`config.mk`:
```
export PLATFORM = sky130hd
export DESIGN_NAME = mutex_requester_flat
export DESIGN_NICKNAME = d
export VERILOG_FILES = /design/src/rtl/mutex_requester_if.sv /design/src/rtl/mutex_requester.sv /design/src/flat_wrapper.sv
export SDC_FILE = /design/constraint.sdc
export NUM_CORES = 1
export LEC_CHECK = 0
export CORE_UTILIZATION = 41
export DETAILED_ROUTE_END_ITERATION = 6
export HOLD_SLACK_MARGIN = 0.15
export PLACE_DENSITY_LB_ADDON = 0.15
export SYNTH_ARGS = -nofsm -noshare
export SYNTH_HDL_FRONTEND = slang
export SYNTH_SLANG_ARGS = --single-unit
```
`constraint.sdc`:
```
create_clock -name clk -period 2.9 [get_ports clk]
set_clock_uncertainty 0.1 [all_clocks]
set_input_delay 0.58 -clock clk [delete_from_list [all_inputs] [get_ports clk]]
set_output_delay 0.58 -clock clk [all_outputs]
set_load 0.005 [all_outputs]
```
`src/rtl/mutex_requester_if.sv`:
```
// Handshake bundle between a mutex requester and its local client / arbiter side.
interface mutex_requester_if #(parameter int HOLD_W = 8);
  logic              start;
  logic [HOLD_W-1:0] hold_len;
  logic              grant;
  logic              req;
  logic              busy;
  logic              in_cs;
  logic              done;
  logic              timeout;
  logic              err;

  modport master (input start, hold_len, grant,
                  output req, busy, in_cs, done, timeout, err);
  modport slave  (output start, hold_len, grant,
                  input req, busy, in_cs, done, timeout, err);
endinterface

```
`src/rtl/mutex_requester.sv`:
```
// Mutex client: turns a start pulse into a request/grant/release handshake with tenure timer.
// Optional MUTEX_REQ_GRANT_SYNC_EN: 2-flop synchroniser on grant for a foreign arbiter clock.
//
// state   | meaning
// IDLE    | no transaction, start accepted
// REQ     | req high, waiting for grant (bounded by WAIT_MAX)
// HOLD    | critical section owned, tenure counting down
// RELEASE | req low, waiting for grant to drop
module mutex_requester #(
  parameter int HOLD_W   = 8,
  parameter int WAIT_W   = 10,
  parameter int WAIT_MAX = 500
) (
  input  logic               clk,
  input  logic               rst_n,
  mutex_requester_if.master  bus
);

  generate
    if (WAIT_MAX < 0 || WAIT_MAX >= (1 << WAIT_W)) begin : g_bad_wait_max
      $error("mutex_requester: WAIT_MAX must be below 2**WAIT_W");
    end
  endgenerate

  localparam logic [WAIT_W-1:0] WAIT_LIM = (WAIT_MAX == 0) ? '0 : WAIT_W'(WAIT_MAX - 1);

  typedef enum logic [1:0] {IDLE, REQ, HOLD, RELEASE} state_t;

  state_t            state, state_n;
  logic              req_q;
  logic              abort, abort_n;
  logic              lost, lost_n;
  logic [HOLD_W-1:0] len;
  logic [HOLD_W-1:0] hold_cnt;
  logic [WAIT_W-1:0] wait_cnt;
  logic              done_c, timeout_c, err_c;
  logic              g_s;

`ifdef MUTEX_REQ_GRANT_SYNC_EN
  logic [1:0] grant_sync;
  always_ff @(posedge clk or negedge rst_n) begin
    if (!rst_n) grant_sync <= 2'b00;
    else        grant_sync <= {grant_sync[0], bus.grant};
  end
  assign g_s = grant_sync[1];
`else
  assign g_s = bus.grant;
`endif

  always_ff @(posedge clk or negedge rst_n) begin
    if (!rst_n) begin
      state    <= IDLE;
      req_q    <= 1'b0;
      abort    <= 1'b0;
      lost     <= 1'b0;
      len      <= '0;
      hold_cnt <= '0;
      wait_cnt <= '0;
    end else begin
      state <= state_n;
      req_q <= (state_n == REQ) || (state_n == HOLD);
      abort <= abort_n;
      lost  <= lost_n;
      case (state)
        IDLE: begin
          if (bus.start) begin
            len      <= (bus.hold_len == '0) ? HOLD_W'(1) : bus.hold_len;
            wait_cnt <= '0;
          end
        end
        REQ: begin
          // saturate so an unbounded wait (WAIT_MAX=0) never wraps
          if (wait_cnt != '1) wait_cnt <= wait_cnt + WAIT_W'(1);
          if (g_s) hold_cnt <= len;
        end
        HOLD:    hold_cnt <= hold_cnt - HOLD_W'(1);
        default: ;
      endcase
    end
  end

  always_comb begin
    state_n   = state;
    abort_n   = abort;
    lost_n    = lost;
    done_c    = 1'b0;
    timeout_c = 1'b0;
    err_c     = 1'b0;
    case (state)
      IDLE: begin
        if (bus.start) begin
          state_n = REQ;
          abort_n = 1'b0;
          lost_n  = 1'b0;
        end
      end
      REQ: begin
        if (g_s) begin
          state_n = HOLD;
        end else if (WAIT_MAX != 0 && wait_cnt == WAIT_LIM) begin
          state_n = RELEASE;
          abort_n = 1'b1;
        end
      end
      HOLD: begin
        if (!g_s) begin
          err_c   = 1'b1;
          lost_n  = 1'b1;
          state_n = RELEASE;
        end else if (hold_cnt == HOLD_W'(1)) begin
          state_n = RELEASE;
        end
      end
      RELEASE: begin
        if (!g_s) begin
          state_n   = IDLE;
          done_c    = !abort && !lost;
          timeout_c = abort && !lost;
        end
      end
      default: state_n = IDLE;
    endcase
  end

  assign bus.req     = req_q;
  assign bus.busy    = (state != IDLE);
  assign bus.in_cs   = (state == HOLD);
  assign bus.done    = done_c;
  assign bus.timeout = timeout_c;
  assign bus.err     = err_c;

endmodule

```
`src/flat_wrapper.sv`:
```
// flat-port wrapper written by rule: the top's interface ports become plain ports
module mutex_requester_flat 
#(
  parameter int HOLD_W   = 8,
  parameter int WAIT_W   = 10,
  parameter int WAIT_MAX = 500
)
  (clk, rst_n, bus_start, bus_hold_len, bus_grant, bus_req, bus_busy, bus_in_cs, bus_done, bus_timeout, bus_err);
  mutex_requester_if #(.HOLD_W(HOLD_W)) bus_i ();
  input  logic clk;
  input  logic rst_n;
  input wire logic [$bits(bus_i.start)-1:0] bus_start;
  input wire logic [$bits(bus_i.hold_len)-1:0] bus_hold_len;
  input wire logic [$bits(bus_i.grant)-1:0] bus_grant;
  output wire logic [$bits(bus_i.req)-1:0] bus_req;
  output wire logic [$bits(bus_i.busy)-1:0] bus_busy;
  output wire logic [$bits(bus_i.in_cs)-1:0] bus_in_cs;
  output wire logic [$bits(bus_i.done)-1:0] bus_done;
  output wire logic [$bits(bus_i.timeout)-1:0] bus_timeout;
  output wire logic [$bits(bus_i.err)-1:0] bus_err;
  assign bus_i.start = bus_start;
  assign bus_i.hold_len = bus_hold_len;
  assign bus_i.grant = bus_grant;
  assign bus_req = bus_i.req;
  assign bus_busy = bus_i.busy;
  assign bus_in_cs = bus_i.in_cs;
  assign bus_done = bus_i.done;
  assign bus_timeout = bus_i.timeout;
  assign bus_err = bus_i.err;
  mutex_requester #(.HOLD_W(HOLD_W), .WAIT_W(WAIT_W), .WAIT_MAX(WAIT_MAX)) u_core (.clk(clk), .rst_n(rst_n), .bus(bus_i));
endmodule
```
# Word-level counts from Yosys, hierarchy flattened
# Index checks and enable logic that the tools add are counted.
# word_totals
mem_bits_ro	0
ff_bits	31
mem_bits_rw	0
latchBits	0
word_cells	64
mem_count	0
# classes
shift	0
mux	25
n_lt_le_gt_ge	0
div	0
add_sub_neg	2
bitwise_logic	0
multipliers	0
n_eq_ne	14
reduce_logical	16
# op_table
operator	n
10-bit 2-to-1 mux	2
10-bit case mux with 2 select lines	1
8-bit 2-to-1 mux	2
8-bit case mux with 2 select lines	1
2-bit 2-to-1 mux	6
10-bit by 1-bit adder with 10-bit output (second input constant)	1
10-bit by 9-bit equality test with 1-bit output (second input constant)	1
1-bit 2-to-1 mux	10
10-bit != test (second input constant)	1
8-bit by 1-bit equality test with 1-bit output (second input constant)	1
8-bit zero test	1
2-bit != test (second input constant)	4
2-bit case mux with 4 select lines	1
2-bit nonzero test	4
8-bit by 1-bit subtractor with 8-bit output (second input constant)	1
2-bit equality test (second input constant)	3
3-bit AND reduction	2
2-bit by 1-bit equality test with 1-bit output (second input constant)	2
2-bit by 1-bit != test with 1-bit output (second input constant)	2
1-bit case mux with 2 select lines	2
2-bit AND reduction	2
4-bit AND reduction	1
1-bit logical AND	2
1-bit zero test	2
other kinds (2)	2

# Longest topological paths before layout
# Gate-level depths: netlist of the first run.
# depth
word_depth	6
ltp_mapped	6
mapped_depth_nobuf	6

# Worst setup path after synthesis of the first run
# No wires, ideal clock.
# synth_path
path_type	in2out
start	in bus_grant
end	out bus_done
required_ns	2.220
arrival_time_ns	1.211
setup_slack_ns	1.009
path_stages	3
path_cell_list	clkbuf_1 > nand2b_1 > nor4b_1
# synth_via
elab_chain_len	2
# synth_rtl
element	line_no	source
from (decl)	flat_wrapper.sv:14	input wire logic [$bits(bus_i.grant)-1:0] bus_grant;
1-bit 2-to-1 mux	mutex_requester.sv:115	if (!g_s) begin
1-bit 2-to-1 mux	mutex_requester.sv:89	case (state)
to (decl)	flat_wrapper.sv:18	output wire logic [$bits(bus_i.done)-1:0] bus_done;
# No other way between the ends.

# Worst setup path in the final report of the first run
# Ends and elaborated chain as after synthesis.

==> impl_results.md, run 1 <==
- Die area: between 4000 and 5000 µm²
- Die W: 66.8 µm
- Most common cell after layout, fill and taps aside: nand2_1
- Netlist cell types: a little under 50
- CP most frequent cell: clkdlybuf4s50_1
- Util after Layout: 0.512
- Post-synthesis area per instance: between 8 and 9 µm²
- Total power: 1.88 mW
- Asr flop ratio synth: 1.00
- Max cap viols: 0
- First-pass GRT wire length: between 6000 and 7000 µm
- Post_cts resized: 0
- Worst Slack Setup Final: approximately 0.20 ns
- Area Overhead vs Synth: 19.6%
- Worst Setup Path Type: input port to output pin
- Hold crit path type: register to register
- Die Y: 66.8 µm
- Filler cells: around 380
- Status: finished clean
- Crit path max fanout: 3
- Crit. End Element: output pin
- WP data required: about 2.2 ns
- Fmax: approximately 0.37 GHz
- Post-synth top flop: dfrtp_1
- Detailed-route wire length per cell: ~14 µm
- Power density cells: 909 nW/µm²
- Vias/cell: 5.55
- Worst path slowest cell: clkdlybuf4s50_1
- Register area share after synthesis: 0.450
- Gr ovfl total: 0
- CP top delay family: buffers and inverters
- Max-slew violation count: 0
- Final setup vio count: 0
- Pin count of the biggest net entering global routing: 32
- IO Count: 18
- Num CTS Buffers: 5
- Slew @ Worst Pin: roughly 0.5 ns
- Setup repair bufs after CTS: 0
- Htree depth: 2
- Final ANT Viol Nets: 0
- Pre-CTS setup slack: 0.197 ns
- Clock latency on the worst-skew pair: 0.29 ns
- Syn Std Cell Area: 1720 µm²
- Leakage: 0.882 nW
- VDD IR-drop max: 0.000335 V
- Yosys warns: 0
- Final Hold Viols: 0
- Synthesized flop and latch total: 31
- WP buf/inv: 2
- Slew headroom: 0.658
- Mapped Cells: 192
- Initial antenna violation count: 0
- Initial Util: 0.428
- DRT Pass-1 Iters: 4
- Final Cycle Share: 0.930
- Ant. Diodes: 0
- Root Buffer: clkbuf_8
- Hold WS: 0.390 ns
- CTS tree: done
- Clock tree buffer depth: 2
- RSZ-0062 raised after global routing: false
- Routability Congestion: 0.836
- Total number of vias: between 1000 and 1500
- Vias in the first global route: 1351
- Layout cell share with drive strength beyond 1: 0.0748
- Clock sinks: 31
- Syn_nets: 207
- Hold_buf cts: 0
- Crit path time final: between 2 and 3 ns
- Detailed Route WL: 3660 µm
- Commonest non-fill, non-tap cells in the layout: nand2_1, dfrtp_1, clkdlybuf4s50_1, nor2_1, a21oi_1
- EDFF count, synth: 0
- CP Launch Type: input port
- Worst-path clk slew: 0.06 ns
- DP HPWL: 2600 µm
- Port Buffers: 17
- Num rows: 23
- Final net count: 228
- All-layer global routing usage: 0.189
- Residual DRC: 0
- Critical path, cell by cell: clkdlybuf4s50_1, nand2b_1, nor4b_1, clkdlybuf4s50_1
- WP data arrival: 2.02 ns
- TNS Setup: 0 ns
- CP peak stage delay: 0.56 ns
- Initial DRC Count: 157
- Core area: 4030 µm²
-- stage by stage --
| stage | area, µm² | std cells |
|---|---|---|
| 6_report | 2060 | 264 |
| 5_1_grt | 2060 | 264 |
| 4_1_cts | 2060 | 264 |
| 3_5_place_dp | 1960 | 256 |
| 3_3_place_gp | 1960 | 256 |
| 2_1_floorplan | 1720 | 192 |
-- where the power goes --
group          total, mW  leakage (nW)  switching, mW  internal (mW)
combinational      0.725         0.439          0.376          0.350
sequential         0.767         0.391          0.173          0.595
clock              0.383        0.0515          0.166          0.217
-- flip-flops by register name, summed over array words and instances, names as in the netlist --
name	cells
u_core.lost	1
u_core.wait_cnt	10
u_core.abort	1
u_core.state	2
u_core.bus.req	1
u_core.len	8
u_core.hold_cnt	8
-- logic make-up (layout without fill, tap and decap cells) --
kind of cell / Yosys count / after routing / share of synthesized area
adder cells (fa/ha/maj): 3 / 3 / 0.0218
AND/OR/NAND/NOR: 96 / 96 / 0.290
multiplexers: 2 / 2 / 0.0116
AO/OA/AOI/OAI: 41 / 41 / 0.168
buffers and inverters: 14 / 36 / 0.0341
XOR/XNOR: 5 / 5 / 0.0254
flip-flops: 31 / 31 / 0.450
-- layer usage --
metal | vias to the layer above | GRT usage | share of wire
met2 | 42 | 0.268 | 0.42
met5 | - | 0 | 0
met4 | 0 | 0.0638 | 0.0060
met3 | 4 | 0.0616 | 0.050
li1 | 738 | - | -
met1 | 681 | 0.268 | 0.52
-- synth_stat cells, types with 2 or more instances --
cell type,count,area [µm²]
nor4_1,4,25.0
o21a_1,2,15.0
a211oi_1,3,22.5
ha_1,3,37.5
dfrtp_1,31,776
xnor2_1,2,17.5
inv_1,5,18.8
or3_1,3,18.8
o311ai_0,2,17.5
a21oi_1,9,45.0
clkbuf_1,5,18.8
nor3_1,7,35.0
nor2_1,12,45.0
nand4_1,3,18.8
o21ai_0,8,40.0
o211ai_1,3,22.5
nand3b_1,4,30.0
xor2_1,3,26.3
nor4b_1,3,26.3
nor2b_1,3,18.8
nand3_1,5,25.0
nor3b_1,2,15.0
nand2_1,34,128
mux2i_1,2,20.0
and3_1,3,18.8
a221o_1,2,20.0
buf_2,2,10.0
nand2b_1,6,37.5
-- worst register-to-register path, delay by kind of cell, from the launching register on --
family	cells	cell delay, ns
buffers and inverters	1	0.19
AOI/OAI and AO/OA	2	0.41
DFF	1	0.37
and+or+nand+nor	2	0.76
-- layout make-up --
type / count / area [µm²] / area share
tap: 50 / 62.6 / 0.0303
inverter: 5 / 18.8 / 0.00910
sequential: 31 / 776 / 0.376
multi-input combinational: 147 / 890 / 0.431
timing repair buffer: 23 / 215 / 0.104
clock buffer: 8 / 100 / 0.0485
-- final timing paths --
path,start,end,slack (ns),depth (start not counted)
worst min-delay path,u_core.len[5],u_core.len[5],0.39,2
worst max register to register,u_core.state[1],u_core.wait_cnt[5],0.99,5
worst max-delay path,bus_grant,bus_done,0.20,4
worst min register to register,u_core.len[5],u_core.len[5],0.39,2
min in group asynchronous,rst_n,u_core.hold_cnt[4],0.59,2
max in group asynchronous,rst_n,u_core.len[2],1.82,2
Power figures use the tool's default switching activity.
==> run 2: changes to the inputs <==
--- a/config.mk
+++ b/config.mk
@@ -6,6 +6,7 @@
 export NUM_CORES = 1
 export LEC_CHECK = 0
 export CORE_UTILIZATION = 41
+export CTS_CLUSTER_DIAMETER = 100
 export DETAILED_ROUTE_END_ITERATION = 6
 export HOLD_SLACK_MARGIN = 0.15
 export PLACE_DENSITY_LB_ADDON = 0.15
==> results of run 2 <==
Same layout as run 1: the final DEF is identical, and so are final timing and power.
==> RTL edit 1 (settings of run 2) <==
Add a define of `MUTEX_REQ_GRANT_SYNC_EN`.
--- a/src/rtl/mutex_requester.sv
+++ b/src/rtl/mutex_requester.sv
@@ -6,6 +6,8 @@
 // REQ     | req high, waiting for grant (bounded by WAIT_MAX)
 // HOLD    | critical section owned, tenure counting down
 // RELEASE | req low, waiting for grant to drop
+`define MUTEX_REQ_GRANT_SYNC_EN
+
 module mutex_requester #(
   parameter int HOLD_W   = 8,
   parameter int WAIT_W   = 10,
Behaviour: not the same (Yosys sat finds a counterexample within 4 cycles, from zero or initial values and one cycle with rst_n low).
==> RTL edit 1 against run 2 <==
Routed wire length shrank 9.1%. Setup slack improved by 86 ps. Non-clock buffer count shrank 5. Sequential cell count increased by 2. Total power shrank 6.8%. Synthesized area is 2.5% lower. Final area fell by 4.7%. Utilization increased by 0.53 points. Largest cell class is now sequential cells. Largest power group unchanged.
==> RTL edit 1: results (changes against run 2) <==
[route]
routedWlPerCell_um = 13.6  ; was 13.9 µm
viasPerCell = 5.45  ; was 5.55
met3_wirelength_um = 161  ; was 184 µm
met1_length_um = 1720  ; was 1920 µm
drt_iter0_drc = 52  ; was 157
met2_length_um = 1400  ; was 1530 µm

[status]
status = completed  ; unchanged

[placement]
gp_congestion = 0.841  ; was 0.836
dp_slack_ps = 508  ; was 197 ps

[final_layout]
multi_input_area_um2 = 792  ; was 890 µm²
seq_share = 0.420  ; was 0.376
nClkBuffers = 6  ; was 8
num-multi-input-gates = 130  ; was 147
buf_share = 0.0904  ; was 0.104
num-nonclk-buffers = 18  ; was 23
drive_gt1_frac = 0.0765  ; was 0.0748
multi_input_area_share = 0.403  ; was 0.431

[synth]
synth.distinct_cells = 47  ; was 49
syn-num-nets = 192  ; was 207
ys_seq_area_frac = 0.491  ; was 0.450

[cts]
cts_sinks = 33  ; was 31

[timing]
max_slew_margin = 0.645  ; was 0.658

[pwr]
leakage_nw = 0.856  ; was 0.882 nW

[min_path]
hold-path-endpoint = u_core.grant_sync[1]  ; was u_core.len[5]

[setup_path]
path_max_fanout = 11  ; was 3
worstReg2RegEnd = u_core.wait_cnt[7]  ; was u_core.wait_cnt[5]

[global_routing]
grtUsageMet2 = 0.269  ; was 0.268

## RTL edit 1: kinds of logic after synthesis
group / share of synthesized area
buf+inv: 0.0379
compound gates: 0.162
simple gates: 0.254
mux: 0.00670
fa+ha+maj: 0.0223
xor+xnor: 0.0260
flops: 0.491
## RTL edit 1: report_power, final
| part | switching (mW) | internal, mW | total [mW] |
|---|---|---|---|
| logic | 0.327 | 0.301 | 0.628 |
| clock network | 0.156 | 0.166 | 0.322 |
| registers | 0.176 | 0.622 | 0.798 |
| total | 0.660 | 1.09 | 1.75 |
## RTL edit 1: worst max path at each step
stage,startpoint,endpoint,slack [ps],depth (start not counted)
after detailed placement,bus_start,u_core.wait_cnt[7],510,5
after CTS,u_core.state[1],bus_timeout,260,3
after global placement,bus_start,u_core.wait_cnt[7],530,5
final,u_core.state[1],bus_timeout,290,3
after global routing,u_core.state[1],bus_timeout,150,3
after floorplan,u_core.wait_cnt[0],u_core.wait_cnt[7],1120,5
==> RTL edit 2 (settings of run 2) <==
Without the edit above. Re-encode `state_t` (4 states) as one-hot, 4 bits wide.
--- a/src/rtl/mutex_requester.sv
+++ b/src/rtl/mutex_requester.sv
@@ -24,7 +24,7 @@
 
   localparam logic [WAIT_W-1:0] WAIT_LIM = (WAIT_MAX == 0) ? '0 : WAIT_W'(WAIT_MAX - 1);
 
-  typedef enum logic [1:0] {IDLE, REQ, HOLD, RELEASE} state_t;
+  typedef enum logic [3:0] {IDLE = 4'b0001, REQ = 4'b0010, HOLD = 4'b0100, RELEASE = 4'b1000} state_t;
 
   state_t            state, state_n;
   logic              req_q;
Behaviour: no difference found for any inputs over 10 cycles, from zero or initial values and one cycle with rst_n low; not proved beyond that.
==> RTL edit 2 against run 2 <==
Sequential share of layout area is 2.1 points higher. Sequential cell count up 2. Final area up 1.5%. Count of clock-buffer cells in the layout decreased by 1. Routed wire length increased by 11%. Non-clock buffer count increased by 1. Worst hold slack lost 7.3 ps. Synthesized area fell by 0.44%. Setup slack worse by 140 ps. Total power shrank 8.8%. Critical path type is now register to output pin. Largest cell class is now sequential cells. Highest routed layer unchanged.
==> RTL edit 2: results (changes against run 2) <==
[global_routing]
grt_pass1_vias = 1360  ; was 1351
grt.total_usage = 0.200  ; was 0.189
grt_pass1_wl_um = 6530  ; was 6250 µm
grt_max_degree = 34  ; was 32

[final_layout]
nets = 226  ; was 228
drive_gt1_frac = 0.118  ; was 0.0748

[synth]
ys_top_cells_by_area = dfrtp_1 47%, nand2_1 7.0%, a21oi_1 3.8%, nor2_1 3.3%, o221a_2 2.6%  ; was dfrtp_1 45%, nand2_1 7.4%, a21oi_1 2.6%, nor2_1 2.6%, o21ai_0 2.3%
syn-num-nets = 202  ; was 207
synth.distinct_cells = 44  ; was 49
synthTopCellsByCount = 32 x dfrtp_1, 32 x nand2_1, 15 x nor2_1, 13 x a21oi_1, 8 x inv_1  ; was 34 x nand2_1, 31 x dfrtp_1, 12 x nor2_1, 9 x a21oi_1, 8 x o21ai_0
synth.avg_cell_area_um2 = 9.18  ; was 8.98 µm²
synth-compound-area-share = 0.180  ; was 0.168
synthMuxAreaShare = 0.0233  ; was 0.0116

[setup_path]
worstSetupStartpoint = u_core.state[3]  ; was bus_grant
reg2reg_slack_ps = 640  ; was 990 ps
path_max_fanout = 9  ; was 3
r2r-start = u_core.state[2]  ; was u_core.state[1]

[route]
drt_iter0_drc = 135  ; was 157
viasPerCell = 5.81  ; was 5.55
wirelength_um = 4060  ; was 3660 µm

[timing]
tightest_slew_ps = 682  ; was 501 ps
fin_crit_sh = 0.980  ; was 0.930

[placement]
placed_cell_area_um2 = 1960  ; about the same
dp_slack_ps = 290  ; was 197 ps
dpl.cell_count = 252  ; was 256

[status]
status = completed  ; unchanged

==> RTL edit 2: worst max-delay path, stage by stage, from the launching register on <==
cell and delay, ps:
dfrtp_2 410, or4b_2 700, buf_4 190, inv_1 70
clkdlybuf4s50_1 490
==> RTL edit 2: cell families (layout without fill, tap and decap cells) <==
group                      Yosys count  after routing
AOI/OAI and AO/OA                   44             44
muxes                                4              4
and+or+nand+nor                     88             88
DFF                                 33             33
adders and majority gates            3              3
buffers and inverters               15             40
==> RTL edit 2: what timing repair did <==
| action | 4_1_cts | 5_1_grt |
|---|---|---|
| setup buffers | 0 | 2 |
| setup endpoints to repair | 1 | 1 |
| resized for setup | 1 | 2 |
| endpoints found under the hold margin | 0 | 0 |
==> RTL edit 2: layout make-up <==
cell class	count	area, µm²
inverter	8	30.0
tap	50	62.6
fill	369	1910
timing repair buffer	24	223
clock inverter	1	30.0
clock buffer	7	86.3
sequential	33	831
multi-input combinational	139	831
==> RTL edit 2: metal layers <==
layer | share of wire | vias to the layer above | track usage
met4 | 0.011 | 0 | 0.0612
li1 | - | 729 | -
met2 | 0.50 | 23 | 0.311
met5 | 0 | - | 0
met3 | 0.024 | 5 | 0.0514
met1 | 0.47 | 764 | 0.272
==> RTL edit 2: per-stage QoR <==
step | hold WS (ps) | power [mW] | util
floorplan | 184 | 1.07 | -
finish | 382 | 1.71 | 0.523
global route | 404 | 1.83 | 0.523
detailed placement | 369 | 1.25 | 0.490
global placement | 362 | 1.23 | 0.490
CTS | 385 | 1.70 | 0.519
==> RTL edit 2: worst paths after layout <==
| path | to | depth (start not counted) |
|---|---|---|
| max | bus_in_cs | 4 |
| min | u_core.len[1] | 2 |
| max reg2reg | u_core.wait_cnt[5] | 4 |
| min reg2reg | u_core.len[1] | 2 |
| max in group asynchronous | u_core.state[0] | 2 |
| min in group asynchronous | u_core.hold_cnt[1] | 2 |
==> RTL edit 2: report_power, final <==
group | internal [mW] | total (mW) | switching (mW) | leakage [nW]
sequential | 0.610 | 0.747 | 0.137 | 0.417
clock | 0.280 | 0.446 | 0.166 | 0.0585
combinational | 0.238 | 0.517 | 0.279 | 0.465
total | 1.13 | 1.71 | 0.582 | 0.941
